--- config.mk ---
export PLATFORM = sky130hd
export DESIGN_NAME = conv_window_feeder
export DESIGN_NICKNAME = d
export VERILOG_FILES = /design/src/rtl/conv_pkg.sv /design/src/rtl/conv_shift_reg.sv /design/src/rtl/conv_window_feeder.sv
export SDC_FILE = /design/constraint.sdc
export NUM_CORES = 1
export LEC_CHECK = 0
export CORE_MARGIN = 4
export CORE_UTILIZATION = 41
export CTS_BUF_LIST = sky130_fd_sc_hd__clkbuf_16
export DETAILED_ROUTE_END_ITERATION = 10
export GPL_ROUTABILITY_DRIVEN = 1
export PLACE_DENSITY = 0.76
export REMOVE_ABC_BUFFERS = 1
export SETUP_SLACK_MARGIN = 0.2
export SYNTH_ARGS = -nofsm -noshare
export SYNTH_HDL_FRONTEND = slang
export SYNTH_SLANG_ARGS = --single-unit
export TNS_END_PERCENT = 5
--- constraint.sdc ---
create_clock -name clk -period 1.6 [get_ports clk]
set_clock_uncertainty 0.15 [all_clocks]
set_input_delay 0.4 -clock clk [delete_from_list [all_inputs] [get_ports clk]]
set_output_delay 0.4 -clock clk [all_outputs]
set_load 0.01 [all_outputs]
--- src/rtl/conv_pkg.sv ---
// Shared definitions for the convolution window feeder.
// Optional feature macro: CONV_FEEDER_ZERO_PAD_EN (adds the FLUSH state).
package conv_pkg;

   localparam int DW_DEF   = 6;
   localparam int TAPS_DEF = 4;

   typedef enum logic [1:0] {
      IDLE   = 2'd0,
      FILL   = 2'd1,
      STREAM = 2'd2
`ifdef CONV_FEEDER_ZERO_PAD_EN
      ,
      FLUSH  = 2'd3
`endif
   } feed_state_e;

   // Resting state implied by a window fill count.
   function automatic feed_state_e state_for_count(input int cnt, input int taps);
      if (cnt == 0) return IDLE;
      if (cnt >= taps) return STREAM;
      return FILL;
   endfunction

endpackage

--- src/rtl/conv_shift_reg.sv ---
// DW x TAPS shift register: newest entry enters at the top DW bits,
// the oldest falls out of [DW-1:0].
module conv_shift_reg
   import conv_pkg::*;
#(
   parameter int DW   = DW_DEF,
   parameter int TAPS = TAPS_DEF
) (
   input  logic               clk,
   input  logic               rst_n,
   input  logic               clr,
   input  logic               ld_en,
   input  logic [DW-1:0]      din,
   output logic [TAPS*DW-1:0] q
);

   // Shift one entry in from the top on load; clear or reset empties it.
   always_ff @(posedge clk) begin
      if (!rst_n || clr) begin
         q <= '0;
      end else if (ld_en) begin
         q <= {din, q[TAPS*DW-1:DW]};
      end
   end

endmodule

--- src/rtl/conv_window_feeder.sv ---
// Sliding-window feeder for a convolution MAC: collects samples into a
// TAPS-long window, keeps a separate weight register, and presents each
// full window over a valid/ready handshake.
// Optional feature macro: CONV_FEEDER_ZERO_PAD_EN (zero-pad flush after in_last).
//
// state  | meaning
// IDLE   | window empty for this frame (count 0)
// FILL   | partial window, 0 < count < TAPS
// STREAM | full window, every new sample produces a window
// FLUSH  | shifting TAPS-1 trailing zeros after in_last (zero-pad build only)
module conv_window_feeder
   import conv_pkg::*;
#(
   parameter int DW   = DW_DEF,
   parameter int TAPS = TAPS_DEF
) (
   input  logic               clk,
   input  logic               rst_n,
   input  logic [DW-1:0]      in_data,
   input  logic               in_is_weight,
   input  logic               in_last,
   input  logic               in_valid,
   output logic               in_ready,
   output logic [TAPS*DW-1:0] win_data,
   output logic [TAPS*DW-1:0] win_weights,
   output logic               out_valid,
   input  logic               out_ready,
   output logic               out_last
);

   localparam int CW = $clog2(TAPS + 1);
   localparam logic [CW-1:0] FULL = CW'(TAPS);

   feed_state_e   state;
   logic [CW-1:0] cnt;
   logic [CW-1:0] cnt_inc;
   logic          run;
   logic          slot_free;
   logic          flush_busy;
   logic          flush_step;
   logic          acc_s;
   logic          acc_w;
   logic          win_ld;
   logic [DW-1:0] win_din;

`ifdef CONV_FEEDER_ZERO_PAD_EN
   logic [CW-1:0] flush_left;
   assign flush_busy = (state == FLUSH);
`else
   assign flush_busy = 1'b0;
`endif

   // run holds in_ready low through reset and releases it one edge later.
   assign slot_free = !out_valid || out_ready;
   assign in_ready  = run && !flush_busy && (in_is_weight ? !out_valid : slot_free);
   assign acc_s     = in_valid && in_ready && !in_is_weight;
   assign acc_w     = in_valid && in_ready && in_is_weight;
   assign flush_step = flush_busy && slot_free;
   assign win_ld    = acc_s || flush_step;
   assign win_din   = acc_s ? in_data : '0;
   assign cnt_inc   = (state == STREAM || cnt == FULL) ? FULL : cnt + CW'(1);

   conv_shift_reg #(.DW(DW), .TAPS(TAPS)) u_window (
      .clk   (clk),
      .rst_n (rst_n),
      .clr   (1'b0),
      .ld_en (win_ld),
      .din   (win_din),
      .q     (win_data)
   );

   // Weights only load while no window is presented, so they stay frozen
   // for the whole life of a pending window.
   conv_shift_reg #(.DW(DW), .TAPS(TAPS)) u_weights (
      .clk   (clk),
      .rst_n (rst_n),
      .clr   (1'b0),
      .ld_en (acc_w),
      .din   (in_data),
      .q     (win_weights)
   );

   // Fill-count FSM with registered window handshake outputs.
   always_ff @(posedge clk) begin
      if (!rst_n) begin
         state     <= IDLE;
         cnt       <= '0;
         run       <= 1'b0;
         out_valid <= 1'b0;
         out_last  <= 1'b0;
`ifdef CONV_FEEDER_ZERO_PAD_EN
         flush_left <= '0;
`endif
      end else begin
         run <= 1'b1;
         if (out_valid && out_ready) begin
            out_valid <= 1'b0;
         end
         if (acc_s) begin
            if (cnt_inc == FULL) begin
               out_valid <= 1'b1;
`ifdef CONV_FEEDER_ZERO_PAD_EN
               out_last  <= 1'b0;
`else
               out_last  <= in_last;
`endif
            end
            if (in_last) begin
`ifdef CONV_FEEDER_ZERO_PAD_EN
               cnt        <= cnt_inc;
               state      <= FLUSH;
               flush_left <= CW'(TAPS - 1);
`else
               cnt   <= '0;
               state <= IDLE;
`endif
            end else begin
               cnt   <= cnt_inc;
               state <= state_for_count(int'(cnt_inc), TAPS);
            end
         end
`ifdef CONV_FEEDER_ZERO_PAD_EN
         else if (flush_step) begin
            if (cnt_inc == FULL) begin
               out_valid <= 1'b1;
               out_last  <= (flush_left == CW'(1));
            end
            if (flush_left == CW'(1)) begin
               cnt        <= '0;
               state      <= IDLE;
               flush_left <= '0;
            end else begin
               cnt        <= cnt_inc;
               flush_left <= flush_left - CW'(1);
            end
         end
`endif
      end
   end

endmodule
==> qor.csv <==
stage,metric,value,unit
route,drc,0,
clock_tree,clock_sinks,55,
clock_tree,cts-root-buf,clkbuf_16,
yosys,synth-edff-count,0,
sta,fin_crit,1.52,ns
clock_tree,numCtsBuffers,5,
finish,area_delta_synth_final,52.5,%
finish,diodes,0,
clock_tree,cts_hold_buffers,0,
setup_path,crit_required,1.67,ns
job,max-cap-violations,0,
setup_path,critPathCaptureType,register,
power_and_ir_drop,vdd_ir_drop_max,0.504,mV
die,rows,25,
setup_path,worst-setup-path-type,register to register,
route,ant_nets,0,
finish,utilization,0.651,
global_route,antenna_found_initial,0,
route,wl_per_cell,12.7,um
power_and_ir_drop,leakage,1.31,nW
clock_tree,path_clk_slew,0.06,ns
setup_path,cp_max_fo,6,
yosys,syn_area_per_cell,8.05,um2
clock_tree,cts_tree,built,
die,core_area,4750,um2
place,numPortBuffers,62,
clock_tree,worstSkewPairLatency,0.28,ns
route,num_vias,1896,
clock_tree,cts_buffer_depth,2,
yosys,ys.flop_type,dfxtp_1,
yosys,synth_warnings,0,
die,die_w,78.4,um
yosys,ys_seq_elements,55,
sta,hold_viol,0,
place,place_congestion,0.821,
setup_path,arrival,1.59,ns
finish,nets,343,
sta,finalCritPeriodShare,0.953,
die,boundaryPins,63,
sta,relSlewSlack,0.764,
place,dp_hpwl,3280,um
run_status,status,"finished, final reports clean",
sta,finalSetupTns,0,ns
global_route,grt_max_degree,33,
die,die-area,6140,um2
yosys,synthArstFlopShare,0,
sta,timing.fmax,656,MHz
die,die_h,78.4,um
route,drtPass1Iterations,4,
global_route,globalRoute.totalOverflow,0,
sta,rsz0062_at_grt,yes,
route,wirelength,5000,um
global_route,grt_pass1_wl,8530,um
global_route,track_usage,0.173,
global_route,grt_pass1_vias,1768,
route,viasPerCell,4.80,
setup_path,start_kind,register,
sta,tightestPinTransition,0.354,ns
worst_hold_path,hold_class,register to register,
finish,fill_cells,427,
yosys,yosysUniqueCellTypes,25,
die,start_util,0.427,
route,first_iter_violations,103,
clock_tree,cts-htree-levels,2,
yosys,synth_area,2030,um2
yosys,yosysSeqAreaShare,0.543,
sta,slew_viol_final,0,
finish,drive_above_1_share,0.159,
sta,setup_viol,0,
yosys,syn-instance-count,252,
power_and_ir_drop,power_density,845,nW/um2
## power breakdown
| part | internal [mW] | leakage (nW) | total [mW] | switching [mW] |
|---|---|---|---|---|
| logic | 0.105 | 0.799 | 0.212 | 0.107 |
| clock network | 0.562 | 0.0618 | 1.01 | 0.448 |
| registers | 1.38 | 0.446 | 1.39 | 0.0112 |
## synthesized netlist by cell type (2+ instances only)
master	n	area (um2)
nand2_1	103	387
dfxtp_1	55	1100
a21oi_1	53	265
clkbuf_1	8	30.0
nand2b_1	5	31.3
buf_2	3	15.0
buf_4	2	15.0
buf_6	2	22.5
ha_1	2	25.0
inv_1	2	7.51
nand3_1	2	10.0
nand4b_1	2	17.5
## sequential cells by signal, summed over array words and instances, names as in the netlist
name and flops:
state 2, out_last 1, u_weights.q 24, run 1, cnt 2, out_valid 1, u_window.q 24
## area by class of cell
| cell class | count | area (um2) | area share |
|---|---|---|---|
| clock buffer | 5 | 125 | 0.0404 |
| clock inverter | 1 | 7.51 | 0.00243 |
| inverter | 3 | 11.3 | 0.00364 |
| multi-input combinational | 179 | 928 | 0.300 |
| sequential | 55 | 1110 | 0.358 |
| tap | 67 | 83.8 | 0.0271 |
| timing repair buffer | 85 | 830 | 0.268 |
## worst paths after layout
check | from | endpoint | slack [ns] | depth (start not counted)
max | run | u_weights.q[1] | 0.08 | 7
min | u_weights.q[5] | u_weights.q[5] | 0.30 | 2
max reg2reg | run | u_weights.q[1] | 0.08 | 7
min reg2reg | u_weights.q[5] | u_weights.q[5] | 0.30 | 2
## worst max-delay path: stages, from the launching register on
cell and delay (ns):
dfxtp_2 0.36, nand2_2 0.08, buf_6 0.13, nor3b_4 0.26
buf_6 0.17, buf_12 0.11, nand2_1 0.07, a21oi_2 0.12
## repair_timing
item,in CTS,in global routing
endpoints found under the setup margin,105,104
buffers inserted,4,1
gates resized for setup,89,6
gates cloned,2,0
pin swaps,9,3
## routing by layer
metal / up-vias / track usage / wire (um) / part of all wire
li1: 976 / - / - / -
met1: 858 / 0.217 / 2200 / 0.44
met2: 52 / 0.291 / 2420 / 0.48
met3: 10 / 0.0470 / 278 / 0.056
met4: 0 / 0.0490 / 97 / 0.019
met5: - / 0 / 0 / 0
## metrics by stage
stage                     power [mW]  instance area [um2]  hold slack (ns)  setup WS, ns  std cells
after detailed placement        1.61                 2830            0.296        -0.618        382
after CTS                       2.64                 3070            0.302         0.101        394
after global placement          1.61                 2830            0.291        -0.609        382
after global routing            2.72                 3090            0.323        0.0185        395
final                           2.62                 3090            0.300        0.0758        395
after floorplan                 1.49                 1950            0.278         -1.07        237
## kinds of logic after synthesis
kind of cell | after synthesis | synth area share
multiplexers | 1 | 0.00493
buffers and inverters | 18 | 0.0462
XOR/XNOR | 1 | 0.00432
AND/OR/NAND/NOR | 117 | 0.237
AO/OA/AOI/OAI | 58 | 0.152
adder cells (fa/ha/maj) | 2 | 0.0123
flip-flops | 55 | 0.543
## cells in the final DEF (no fill, tap or decap), types with 2 or more instances in the layout
cell,netlist,routed
dfxtp_2,0,3
ha_4,0,2
clkdlybuf4s15_1,0,2
dlygate4sd2_1,0,49
nand4b_1,2,2
buf_12,0,4
clkdlybuf4s50_1,0,8
nand2b_4,0,3
buf_4,2,11
nand2_1,103,102
dfxtp_1,55,51
clkbuf_16,0,5
a21oi_1,53,50
a21oi_2,0,3
nand3_1,2,2
buf_2,3,3
nand2b_1,5,2
buf_6,2,6
buf_16,0,2
(Power assumes the default switching activity.)
